## src/rtl/stall_ctrl_pkg.sv

```systemverilog
// Shared stall-bus types, stall masks and divider FSM encodings for the
// pipeline stall controller.
package stall_ctrl_pkg;

    localparam int STALL_W = 6;
    localparam int CNT_W   = 5;

    typedef logic [STALL_W-1:0] stall_bus_t;

    localparam logic STOP    = 1'b1;
    localparam logic NO_STOP = 1'b0;

    // Prefix masks: bit 0 PC, 1 IF, 2 ID, 3 EX, 4 MEM, 5 WB.
    localparam stall_bus_t STALL_NONE = 6'b000000;
    localparam stall_bus_t STALL_IF   = 6'b000011;
    localparam stall_bus_t STALL_ID   = 6'b000111;
    localparam stall_bus_t STALL_EX   = 6'b001111;
    localparam stall_bus_t STALL_MEM  = 6'b011111;

    typedef enum logic [1:0] {
        DIV_RUN  = 2'd0,
        DIV_BUSY = 2'd1,
        DIV_DONE = 2'd2
    } div_state_t;

endpackage

```

## src/rtl/stall_ctrl_div_seq.sv

```systemverilog
// Divider sequencing FSM: start pulse, fixed iteration count, done handshake
// held while MEM is stalled so EX does not lose the quotient.
module div_seq
    import stall_ctrl_pkg::*;
#(
    parameter int DIV_CYCLES = 32
) (
    input  logic clk,
    input  logic rst,
    input  logic div_req,
    input  logic div_signed_in,
    input  logic mem_stall,
    output logic div_start,
    output logic div_signed,
    output logic div_done,
    output logic ex_stop
);

    localparam logic [CNT_W-1:0] CNT_LOAD = CNT_W'(DIV_CYCLES - 1);

    div_state_t       state;
    logic [CNT_W-1:0] cnt;
    logic             signed_q;

    // NOTE: sequential state uses non-blocking assignments so every register
    // samples pre-edge values regardless of statement order.
    always_ff @(posedge clk) begin
        if (rst) begin
            state    <= DIV_RUN;
            cnt      <= '0;
            signed_q <= 1'b0;
        end else begin
            case (state)
                DIV_RUN: begin
                    if (div_req) begin
                        state    <= DIV_BUSY;
                        cnt      <= CNT_LOAD;
                        signed_q <= div_signed_in;
                    end
                end
                DIV_BUSY: begin
                    if (cnt == '0) state <= DIV_DONE;
                    else           cnt   <= cnt - CNT_W'(1);
                end
                DIV_DONE: begin
                    if (!mem_stall) state <= DIV_RUN;
                end
                default: state <= DIV_RUN;
            endcase
        end
    end

    // Outputs are combinational so stage registers see them at the next edge.
    assign div_start  = !rst && (state == DIV_RUN) && div_req;
    assign div_done   = !rst && (state == DIV_DONE);
    assign div_signed = !rst && signed_q;
    assign ex_stop    = (!rst && (div_start || (state == DIV_BUSY) ||
                         ((state == DIV_DONE) && mem_stall))) ? STOP : NO_STOP;

endmodule

```

## src/rtl/stall_ctrl.sv

```systemverilog
// Pipeline stall controller: merges load-use, divider and SRAM wait sources
// into one prefix-mask stall bus where the deepest requesting stage wins.
module stall_ctrl
    import stall_ctrl_pkg::*;
#(
    parameter int DIV_CYCLES = 32
) (
    input  logic               clk,
    input  logic               rst,
    input  logic [4:0]         id_rs,
    input  logic [4:0]         id_rt,
    input  logic               id_rs_used,
    input  logic               id_rt_used,
    input  logic               ex_we,
    input  logic [4:0]         ex_waddr,
    input  logic               ex_is_load,
    input  logic               ex_div_req,
    input  logic               ex_div_signed,
    input  logic               stallreq_if,
    input  logic               stallreq_mem,
    output logic [STALL_W-1:0] stall,
    output logic               div_start,
    output logic               div_signed,
    output logic               div_done
);

    logic ex_stop;
    logic load_use;

    div_seq #(.DIV_CYCLES(DIV_CYCLES)) u_div_seq (
        .clk           (clk),
        .rst           (rst),
        .div_req       (ex_div_req),
        .div_signed_in (ex_div_signed),
        .mem_stall     (stallreq_mem),
        .div_start     (div_start),
        .div_signed    (div_signed),
        .div_done      (div_done),
        .ex_stop       (ex_stop)
    );

    // $zero is never a real dependency, so a load to it cannot stall ID.
    assign load_use = ex_is_load && ex_we && (ex_waddr != 5'd0) &&
                      ((id_rs_used && (id_rs == ex_waddr)) ||
                       (id_rt_used && (id_rt == ex_waddr)));

    // NOTE: every combinational output gets a default first so no latch is inferred.
    always_comb begin
        stall = STALL_NONE;
        if (!rst) begin
            if (stallreq_if)      stall = stall | STALL_IF;
            if (load_use)         stall = stall | STALL_ID;
            if (ex_stop == STOP)  stall = stall | STALL_EX;
            if (stallreq_mem)     stall = stall | STALL_MEM;
        end
    end

endmodule

```

## config.mk

```make
export PLATFORM = sky130hd
export DESIGN_NAME = stall_ctrl
export DESIGN_NICKNAME = d
export VERILOG_FILES = /design/src/rtl/stall_ctrl_pkg.sv /design/src/rtl/stall_ctrl_div_seq.sv /design/src/rtl/stall_ctrl.sv
export SDC_FILE = /design/constraint.sdc
export NUM_CORES = 1
export LEC_CHECK = 0
export ABC_CLOCK_PERIOD_IN_PS = 2450
export BUFFER_PORTS_ARGS = -buffer_cell sky130_fd_sc_hd__buf_4
export CORE_MARGIN = 5
export CORE_UTILIZATION = 45
export DETAILED_ROUTE_END_ITERATION = 6
export PLACE_DENSITY = 0.84
export RECOVER_POWER = 100
export SLEW_MARGIN = 30
export SYNTH_ARGS = -nofsm -noshare
export SYNTH_HDL_FRONTEND = slang
export SYNTH_SLANG_ARGS = --single-unit
```

## constraint.sdc

```tcl
create_clock -name clk -period 2.45 [get_ports clk]
set_input_delay 0.3675 -clock clk [delete_from_list [all_inputs] [get_ports clk]]
set_output_delay 0.3675 -clock clk [all_outputs]
set_load 0.05 [all_outputs]
```

==> summary.md <==
| Metric | Value |
|---|---|
| Number of synthesized flops with an enable pin | `0` |
| Clock sinks | `8` |
| Post-route ant nets | `0` |
| Wire per inst | `~13 um` |
| Die H | `between 40 and 50 um` |
| Register area share after synthesis | `27.06%` |
| Max FO, Critical Path | `3` |
| DRC violations left | `0` |
| Largest net degree at the start of global routing | `16` |
| GPL Wtd Cong | `roughly 0.71` |
| Layout Skew | `about 3.8 ps` |
| Netlist cell types | `30` |
| Clock latency on the worst-skew pair | `roughly 250 ps` |
| CP Cell Sequence | `buf_4 > xor2_1 > nor4_1 > a32oi_1 > o22ai_1 > clkbuf_1` |
| Buffers added on ports | `32` |
| Achievable clock frequency | `around 0.47 GHz` |
| Io pins | `34` |
| DP Wirelength | `approximately 1200 um` |
| DRT Wirelength | `~1500 um` |
| Outcome | `complete, no violations` |
| Remaining Overflow, GRT | `0` |
| Avg Inst Size Synth | `8.455 um^2` |
| CTS buffer count | `3` |
| Fin crit period | `roughly 2100 ps` |
| Cell count after synthesis | `70` |
| CORE AREA | `between 1000 and 1500 um^2` |
| Nets | `130` |
| Max_cap viols | `0` |
| Layout cell share with drive strength beyond 1 | `a little under a third` |
| Synthesized flop and latch total | `8` |
| Hold_buf cts | `0` |
| Vias/cell | `just over 5` |
| Initial DRT Pass Iterations | `2` |
| Cts repair resizes | `0` |
| Gr usage total | `between 10% and 20%` |
| Area Growth Syn to Fin | `39.32%` |
| Vias post-DR | `603` |
| Startpoint types | `primary input` |
| Final Hold Viols | `0` |
| Initial antenna violation count | `0` |
| CP peak stage delay | `around 500 ps` |
| Crit. End Element | `output pin` |
| Initial Util | `a little under half` |
| Vias in the first global route | `around 600` |
| CTS tree | `built` |
| Design area | `about 820 um^2` |
| Async SR Flop Fraction | `0%` |
| 1st-iter DRT viols | `4` |
| Max-slew violation count | `0` |
| Post-Synthesis Net Count | `97` |
| Diode count | `0` |
| Die X | `approximately 46 um` |
| Primary FF master, synth | `dfxtp_1` |
| CP Data Required Time | `around 2100 ps` |
| Final setup fails | `0` |
| First-pass GRT wire length | `roughly 2400 um` |
| Die ar. | `between 2000 and 2500 um^2` |
| CP Class | `primary input to output pin` |
| Slew HR | `59.29%` |
| CTS H-tree depth | `1` |
| Worst path arrival time | `~1800 ps` |
| # rows | `13` |
| HP Class | `primary input to flip-flop` |
| Synth Warn # | `0` |
| Setup TNS | `0 ps` |
| Worst Tran Pin Value | `~600 ps` |
| Register-to-register setup slack | `770 ps` |
| Power Density | `approximately 560 nW/um^2` |
| Mapped Area | `591.8 um^2` |
| Area after DPL | `~830 um^2` |
| Worst path slowest cell | `clkbuf_1` |
| Pleak | `0.0003679 uW` |
| Setup bufs post-CTS | `0` |
| Maximum vdd ir drop | `between 0.4 and 0.5 mV` |
| Clock Path Buffers | `2` |
| Final Cycle Share | `around 90%` |
| CTS clk-pin slew, worst paths | `around 50 ps` |
| Root Buffer | `clkbuf_4` |
| RSZ-0062 raised after global routing | `no` |
## power by group
group,total (uW),internal (uW),switching (uW)
sequential,166,151,15.6
combinational,196,83.5,113
clock,97.6,55.8,41.8
## flip-flops by register name, indices dropped and copies added, names as in the netlist
signal	cells
u_div_seq.cnt	5
u_div_seq.state	2
u_div_seq.signed_q	1
## worst paths after layout
kind / startpoint / end / cells after the start
worst max-delay path: ex_waddr[3] / stall[2] / 6
worst min-delay path: ex_div_signed / u_div_seq.signed_q$_SDFFE_PP0P_ / 2
worst max register to register: u_div_seq.cnt[0]$_SDFFE_PP0P_ / u_div_seq.cnt[1]$_SDFFE_PP0P_ / 5
worst min register to register: u_div_seq.cnt[0]$_SDFFE_PP0P_ / u_div_seq.cnt[0]$_SDFFE_PP0P_ / 1
## synth_stat cells (2+ instances only)
| master | n | share of area [%] |
|---|---|---|
| nor2_1 | 6 | 3.8 |
| clkbuf_1 | 2 | 1.3 |
| a21oi_1 | 5 | 4.2 |
| nor4_1 | 2 | 2.1 |
| nand3_1 | 2 | 1.7 |
| inv_1 | 2 | 1.3 |
| xor2_1 | 11 | 16 |
| nor3_1 | 3 | 2.5 |
| xnor2_1 | 2 | 3.0 |
| dfxtp_1 | 8 | 27 |
| buf_4 | 2 | 2.5 |
| ha_1 | 2 | 4.2 |
| nor2b_1 | 6 | 6.3 |
## routing by layer
metal	share of wire, %	GRT usage (%)	vias up
li1	-	-	306
met1	33	13.63	273
met3	8.0	5.469	2
met4	1.1	4.545	0
met5	0	0	-
met2	58	31.32	22
## cell type report
class | count | area, um^2
clock buffer | 3 | 22.52
fill | 111 | 444.2
inverter | 2 | 7.507
multi-input combinational | 56 | 397.9
sequential | 8 | 160.2
tap | 15 | 18.77
timing repair buffer | 32 | 217.7
## cell families after synthesis
logic type	after synthesis	synth area share, %
AO/OA/AOI/OAI	14	17.97
XOR/XNOR	13	19.24
adder cells (fa/ha/maj)	2	4.228
buffers and inverters	6	5.074
flip-flops	8	27.06
other	1	0.6336
AND/OR/NAND/NOR	26	25.80
## cells in the final DEF, fill, tap and decap left out, types with 2 or more instances in the layout
cell,n
nor2b_1,6
nor2_1,6
xnor2_1,2
clkbuf_4,3
ha_1,2
nor4_1,2
dfxtp_1,8
clkbuf_1,6
xor2_1,11
and2_0,2
nor3_1,3
buf_4,26
a21oi_1,5
inv_1,2
nand3_1,2
## critical path, delay by kind of cell
kind | cells | cell delay, ps
xor gates and xnor gates | 1 | 160
buffers and inverters | 2 | 620
and+or+nand+nor | 1 | 300
AOI/OAI and AO/OA | 2 | 350
## stage by stage
| stage | cells | util [%] | worst slack, ps | power [uW] | hold slack (ps) |
|---|---|---|---|---|---|
| after global placement | 113 | 65.29 | 501.4 | 368.3 | 491.9 |
| final | 116 | 64.99 | 301.8 | 460.3 | 353.1 |
| after global routing | 116 | 64.99 | 235.7 | 493.9 | 354.7 |
| after floorplan | 70 | - | 13.96 | 308.5 | 439.1 |
| after detailed placement | 113 | 65.29 | 477.4 | 373.9 | 498.8 |
| after CTS | 116 | 67.06 | 477.4 | 475.4 | 349.2 |
Note: power is estimated with default switching activity, not from simulation.
